### src/rtl/riscv_mem_arbiter_pkg.sv
// riscv_mem_pkg: shared owner type and word/byte-enable constants for the memory arbiter
package riscv_mem_pkg;
  localparam int WORD_W = 32;
  localparam int BE_W = WORD_W / 8;
  localparam logic [BE_W-1:0] BE_NONE = '0;
  typedef enum logic [1:0] {OWN_NONE, OWN_I, OWN_D} mem_owner_t;
endpackage

### src/rtl/riscv_mem_arbiter_grant.sv
// mem_arb_grant: D-priority two-requester grant with a starvation guard for I
//   clk, rst_n    clock, asynchronous active-low reset
//   i_req, d_req  requests (I = fetch, D = load/store)
//   ready         target can accept an access this cycle
//   i_gnt, d_gnt  one-hot (or zero) same-cycle grants
module mem_arb_grant #(
  parameter int MAX_D_STREAK = 4
) (
  input  logic clk,
  input  logic rst_n,
  input  logic i_req,
  input  logic d_req,
  input  logic ready,
  output logic i_gnt,
  output logic d_gnt
);
  localparam logic [3:0] MAX_S = 4'(MAX_D_STREAK);
  logic [3:0] streak_q, streak_d;
  logic force_i;
  // streak counts D wins while I waits; at the limit I takes the next slot
  always_comb begin
    force_i = i_req && streak_q == MAX_S;
    d_gnt = rst_n && ready && d_req && !force_i;
    i_gnt = rst_n && ready && i_req && !d_gnt;
    streak_d = (!i_req || i_gnt) ? 4'd0 :
               (d_gnt && streak_q != MAX_S) ? streak_q + 4'd1 : streak_q;
  end
  always_ff @(posedge clk or negedge rst_n)
    if (!rst_n) streak_q <= 4'd0;
    else streak_q <= streak_d;
endmodule

### src/rtl/riscv_mem_arbiter.sv
// riscv_mem_arbiter: shares one single-port synchronous RAM between fetch (I) and load/store (D)
//   clk, rst_n                    clock, asynchronous active-low reset
//   i_req/i_addr/i_gnt            fetch request, byte address, accept
//   i_rvalid/i_rdata              fetch response, one cycle after i_gnt
//   d_req/d_we/d_be/d_addr/d_wdata load/store request
//   d_gnt, d_rvalid/d_rdata       accept, load response one cycle after a read grant
//   mem_ready                     RAM can take an access this cycle
//   mem_en/mem_we/mem_addr/mem_wdata/mem_rdata  RAM port
module riscv_mem_arbiter
  import riscv_mem_pkg::*;
#(
  parameter int ADDR_W = 32,
  parameter int MEM_AW = 12,
  parameter int MAX_D_STREAK = 4
) (
  input  logic              clk,
  input  logic              rst_n,
  input  logic              i_req,
  input  logic [ADDR_W-1:0] i_addr,
  output logic              i_gnt,
  output logic              i_rvalid,
  output logic [31:0]       i_rdata,
  input  logic              d_req,
  input  logic              d_we,
  input  logic [3:0]        d_be,
  input  logic [ADDR_W-1:0] d_addr,
  input  logic [31:0]       d_wdata,
  output logic              d_gnt,
  output logic              d_rvalid,
  output logic [31:0]       d_rdata,
  input  logic              mem_ready,
  output logic              mem_en,
  output logic [3:0]        mem_we,
  output logic [MEM_AW-1:0] mem_addr,
  output logic [31:0]       mem_wdata,
  input  logic [31:0]       mem_rdata
);
  mem_owner_t owner_q, owner_d;
  logic unused_addr;
  mem_arb_grant #(.MAX_D_STREAK(MAX_D_STREAK)) u_grant (
    .clk(clk), .rst_n(rst_n), .i_req(i_req), .d_req(d_req),
    .ready(mem_ready), .i_gnt(i_gnt), .d_gnt(d_gnt)
  );
  // owner_q remembers who issued last cycle's read so the RAM's 1-cycle data is routed back;
  // rdata is forced to zero when not valid
  always_comb begin
    mem_en = i_gnt || d_gnt;
    mem_we = (d_gnt && d_we) ? d_be : BE_NONE;
    mem_addr = d_gnt ? d_addr[MEM_AW+1:2] : i_addr[MEM_AW+1:2];
    mem_wdata = d_wdata;
    owner_d = i_gnt ? OWN_I : (d_gnt && !d_we) ? OWN_D : OWN_NONE;
    i_rvalid = owner_q == OWN_I;
    d_rvalid = owner_q == OWN_D;
    i_rdata = i_rvalid ? mem_rdata : '0;
    d_rdata = d_rvalid ? mem_rdata : '0;
  end
  always_ff @(posedge clk or negedge rst_n)
    if (!rst_n) owner_q <= OWN_NONE;
    else owner_q <= owner_d;
  assign unused_addr = ^{i_addr[ADDR_W-1:MEM_AW+2], i_addr[1:0],
                         d_addr[ADDR_W-1:MEM_AW+2], d_addr[1:0]};
endmodule

### config.mk
export PLATFORM = sky130hd
export DESIGN_NAME = riscv_mem_arbiter
export DESIGN_NICKNAME = d
export VERILOG_FILES = /design/src/rtl/riscv_mem_arbiter_pkg.sv /design/src/rtl/riscv_mem_arbiter_grant.sv /design/src/rtl/riscv_mem_arbiter.sv
export SDC_FILE = /design/constraint.sdc
export NUM_CORES = 1
export LEC_CHECK = 0
export CAP_MARGIN = 40
export CORE_AREA = 2 2 100 102
export DETAILED_ROUTE_END_ITERATION = 12
export DIE_AREA = 0 0 102 104
export SYNTH_ARGS = -nofsm -noshare
export SYNTH_HDL_FRONTEND = slang
export SYNTH_SLANG_ARGS = --single-unit
export TNS_END_PERCENT = 20
### constraint.sdc
create_clock -name clk -period 2 [get_ports clk]
set_clock_uncertainty 0.1 [all_clocks]
set_input_delay 0.2 -clock clk [delete_from_list [all_inputs] [get_ports clk]]
set_output_delay 0.2 -clock clk [all_outputs]
set_load 0.02 [all_outputs]
# Word level (Yosys, flattened, before mapping)
# Cells that the tools add are included.
# W data, S select, Z words.
[classes]
muxes = 8
eq_ne = 4
addsub = 1
reduce_logical = 16
[ops]
columns = ["cell", "count"]
rows = [
  ["$mux W32", 2],
  ["$mux W12", 1],
  ["$mux W4", 3],
  ["$logic_and A1 B1 Y1", 9],
  ["$add A4 B1 Y4 const B", 1],
  ["$eq A4 B3 Y1 const B", 1],
  ["$logic_not A1 Y1", 4],
  ["$mux W2", 2],
  ["$ne A4 B3 Y1 const B", 1],
  ["$eq A2 B1 Y1 const B", 1],
  ["$eq A2 B2 Y1 const B", 1],
  ["$logic_or A1 B1 Y1", 2],
  ["$reduce_bool A2 Y1", 1],
]
[totals]
regBits = 6
inputBits = 138
output_inout_bits = 117
wordCells = 31

# Depth between registers and ports, before layout
[depth]
depth_word = 8
mapped_depth = 6
depth_no_buf = 6

# Hierarchy
# A second synthesis with hierarchy kept.
[unflattened]
hier_cells = 163
area_unflattened_um2 = 1448.9
[modules_own_cells]
columns = ["module", "instances", "cells_per_inst", "area_per_inst_um2", "seq_area_each_um2"]
rows = [
  ["riscv_mem_arbiter", 1, 134, 1163.6, 50.0],
  ["mem_arb_grant", 1, 29, 285.3, 100.1],
]

# Least setup slack after synthesis
# Ideal clock, no wire load.
[synth_path]
path_kind = "reg-to-output"
start = "register u_grant.streak_q[0]"
end = "output port mem_addr[10]"
path_stages_with_launch = 7
t_required_ps = 1700
path_slack_ps = 232
path_buffers = 1
arrival_time_ps = 1468
path_cell_list = "dfrtp_1 -> inv_1 -> ha_1 -> nand3b_4 -> o21ai_4 -> buf_8 -> mux2_4"
[synth_via]
elab_chain_cells = 5
[synth_rtl]
columns = ["element", "line", "source"]
rows = [
  ["from (decl)", "riscv_mem_arbiter_grant.sv:18", "logic [3:0] streak_q, streak_d;"],
  ["from (signal assigned)", "riscv_mem_arbiter_grant.sv:30", "else streak_q <= streak_d;"],
  ["$eq A4 B3 Y1", "riscv_mem_arbiter_grant.sv:22", "force_i = i_req && streak_q == MAX_S;"],
  ["$logic_and A1 B1 Y1", "riscv_mem_arbiter_grant.sv:22", ""],
  ["$logic_not A1 Y1", "riscv_mem_arbiter_grant.sv:23", "d_gnt = rst_n && ready && d_req && !force_i;"],
  ["$logic_and A1 B1 Y1", "riscv_mem_arbiter_grant.sv:23", ""],
  ["$mux W12", "riscv_mem_arbiter.sv:49", "mem_addr = d_gnt ? d_addr[MEM_AW+1:2] : i_addr[MEM_AW+1:2];"],
  ["to (decl)", "riscv_mem_arbiter.sv:34", "output logic [MEM_AW-1:0] mem_addr,"],
]
# No other way between the ends.

# Worst setup path after layout
[layout_path]
start = "register u_grant.streak_q[0]"
end = "output port mem_addr[4]"
# Same word-level chain as after synthesis.

==> flow_metrics.tcl <==
set metrics [dict create \
    finalCriticalPeriod_ns 2.00 \
    combinationalPowerShare 0.550 \
    placedCellCount 417 \
    cts-root-buf "clkbuf_8" \
    grt_use_met1 0.0879 \
    htreeDepth 1 \
    grt_overflow 0 \
    postSynthAreaPerCell_um2 7.88 \
    core_um2 9550 \
    routedWlPerCell_um 11.6 \
    synthesis.area_um2 1230 \
    min_path_type "input port to async pin" \
    timing.final.ws_setup_ns -0.00318 \
    mostFrequentLayoutCells "clkdlybuf4s50_1, and2_1, dlygate4sd2_1" \
    use_met2 0.158 \
    regArea_um2 150 \
    die_width_um 102 \
    cp_cell_sequence "inv_2 > ha_4 > nand3b_4 > o21ai_4 > buf_12 > mux2_4 > buf_6" \
    finalCritPeriodShare 1.00 \
    synth_compound_area_frac 0.0448 \
    cts_buffers 3 \
    clock_latency_ns 0.22 \
    die-area_um2 10600 \
    yosys.area_share.simple 0.424 \
    finalSetupViolCount 2 \
    synthToLayoutAreaGrowth_pct 126 \
    fin_tns_setup_ns -0.00371 \
    cp_max_fo 7 \
    met3_usage 0.0410 \
    yosys_warnings 0 \
    fill_cells 1069 \
    final_hold_viol_count 0 \
    p_per_area_nw_per_um2 243 \
    diodes 0 \
    drv_slew 0 \
    layout_commonest_cell "clkdlybuf4s50_1" \
    ios 255 \
    cts_hold_buffers 0 \
    worst_slew_pin_slew_ns 0.296 \
    grt_pass1_wl_mm 7.27 \
    drc 0 \
    synth_mux_area_frac 0.137 \
    power.net_switching_uw 193 \
    antenna_found_initial 0 \
    wl_mm 4.92 \
    finish.instance_area_um2 2780 \
    top_usage_layer "met2" \
    p_clk_frac 0.264 \
    power.total_uw 676 \
    rsz0062_at_grt "yes" \
    hpwl_mm 4.18 \
    status "finished with violations" \
    vias_per_cell 3.59 \
    layout.cells.non_filler 423 \
    yosys.area_share.adder 0.0203 \
    hold_ws_ns 0.227 \
    drtAntennaViolNets 0 \
    crit_slowest_cell "dfrtp_1" \
    seq_area_frac_synth 0.122 \
    rows 36 \
    die_y_um 104 \
    critPathKind "flop to output pin" \
    path_clk_slew_ns 0.04 \
    synth_fp_nets 296 \
    end_kind "output pin" \
    drtIter0Drc 19 \
    cpPeakStageDelay_ns 0.38 \
    grt_pass1_vias 1488 \
    cts_num_sinks 6 \
    grtUsageTotal 0.0838 \
    vias 1517 \
    relSlewSlack 0.800 \
    ys_seq_elements 6 \
    power_switching_share 0.286 \
    grt_max_degree 19 \
    first_pass_iters 4 \
    drv_cap 0 \
    cts_tree "built" \
    fmax_ghz 0.499 \
    seqPwrFrac 0.186 \
    synth_top_family_by_area "simple AND/OR/NAND/NOR gates" \
    final_nets 432 \
    synth_cells 156 \
    io_buffers 150 \
    synth_xor_area_frac 0.00712 \
    drive_gt1_frac 0.214 \
    crit_arrival_ns 1.70 \
    placed_area_um2 2770 \
    cts_buffer_depth 2 \
    multiInputGateArea_um2 813 \
    intPower_uw 483 \
    required_ns 1.70 \
    synth_cell_types 24 \
    gp_congestion 0.792 \
    ir_drop_v 0.000332 \
    p_leak_nw 1.54 \
    violations "negative setup slack" \
    cp-start-kind "flop" \
    start_util 0.129 \
]
final timing paths:
check	start	endpoint	slack, ns	cells after the start
max reg2reg	u_grant.streak_q[0]	u_grant.streak_q[2]	0.44	7
max in group asynchronous	rst_n	u_grant.streak_q[1]	1.45	2
min in group clk	d_wdata[13]	mem_wdata[13]	0.30	0
min reg2reg	u_grant.streak_q[0]	u_grant.streak_q[0]	0.48	3
max	u_grant.streak_q[0]	mem_addr[4]	-0.003	7
min	rst_n	u_grant.streak_q[3]	0.23	2
state kept, by name, summed over array words and instances (netlist names):
| register | cells |
|---|---|
| u_grant.streak_q | 4 |
| owner_q | 2 |
power by group through the flow:
stage / Combinational [mW] / Clock, mW / Sequential, mW
6_report: 0.372 / 0.179 / 0.126
5_1_grt: 0.397 / 0.195 / 0.126
4_1_cts: 0.379 / 0.186 / 0.126
3_5_place_dp: 0.375 / 0 / 0.127
3_3_place_gp: 0.371 / 0 / 0.127
2_1_floorplan: 0.221 / 0 / 0.127
cell usage after synthesis:
cell type,instances,area [um2]
o311ai_0,1,8.76
o21ai_4,1,16.3
ha_1,2,25.0
dfrtp_1,6,150
mux2_2,3,33.8
clkbuf_4,1,7.51
inv_1,4,15.0
nor2_1,5,18.8
a21oi_1,1,5.00
nand3_1,3,15.0
mux2_4,9,135
a32oi_1,2,17.5
nand3b_4,1,20.0
nor2b_1,2,12.5
buf_4,32,240
xor2_1,1,8.76
nand2_1,3,11.3
nand4_1,1,6.26
a211oi_1,1,7.51
and3_1,5,31.3
and2_1,64,400
clkbuf_1,6,22.5
nand2b_1,1,6.26
buf_8,1,15.0
worst max-delay path: cells and delay by family (launching register included):
kind | cells | cell delay, ns
adders and majority gates | 1 | 0.14
buffers and inverters | 3 | 0.37
DFF | 1 | 0.38
and+or+nand+nor | 1 | 0.09
muxes | 1 | 0.30
AOI/OAI and AO/OA | 1 | 0.20
per-stage QoR:
step / utilization / setup slack (ns)
2_1_floorplan: - / 0.232
3_3_place_gp: 0.290 / -0.334
3_5_place_dp: 0.290 / -0.371
4_1_cts: 0.292 / -0.166
5_1_grt: 0.291 / -0.0624
6_report: 0.291 / -0.00318
cell type report:
cell class | instances | share of cell area
clock buffer | 3 | 0.0149
inverter | 4 | 0.00541
multi-input combinational | 106 | 0.293
sequential | 6 | 0.0541
tap | 133 | 0.0599
timing repair buffer | 171 | 0.573
cells by family (layout without fill, tap and decap cells):
logic type / Yosys count / in the layout
DFF: 6 / 6
AOI/OAI and AO/OA: 6 / 6
muxes: 12 / 12
adders and majority gates: 2 / 2
and+or+nand+nor: 85 / 85
buffers and inverters: 44 / 178
xor gates and xnor gates: 1 / 1
metal layers:
metal	wire length [um]	part of all wire
met1	1740	0.35
met2	2480	0.50
met4	0	0
met5	0	0
met3	696	0.14
timing repair:
item	4_1_cts	5_1_grt
setup buffers	2	1
resized for setup	166	5
pin swaps	2	1
endpoints found under the setup margin	82	19
gates cloned	1	0
Power figures use the tool's default switching activity.
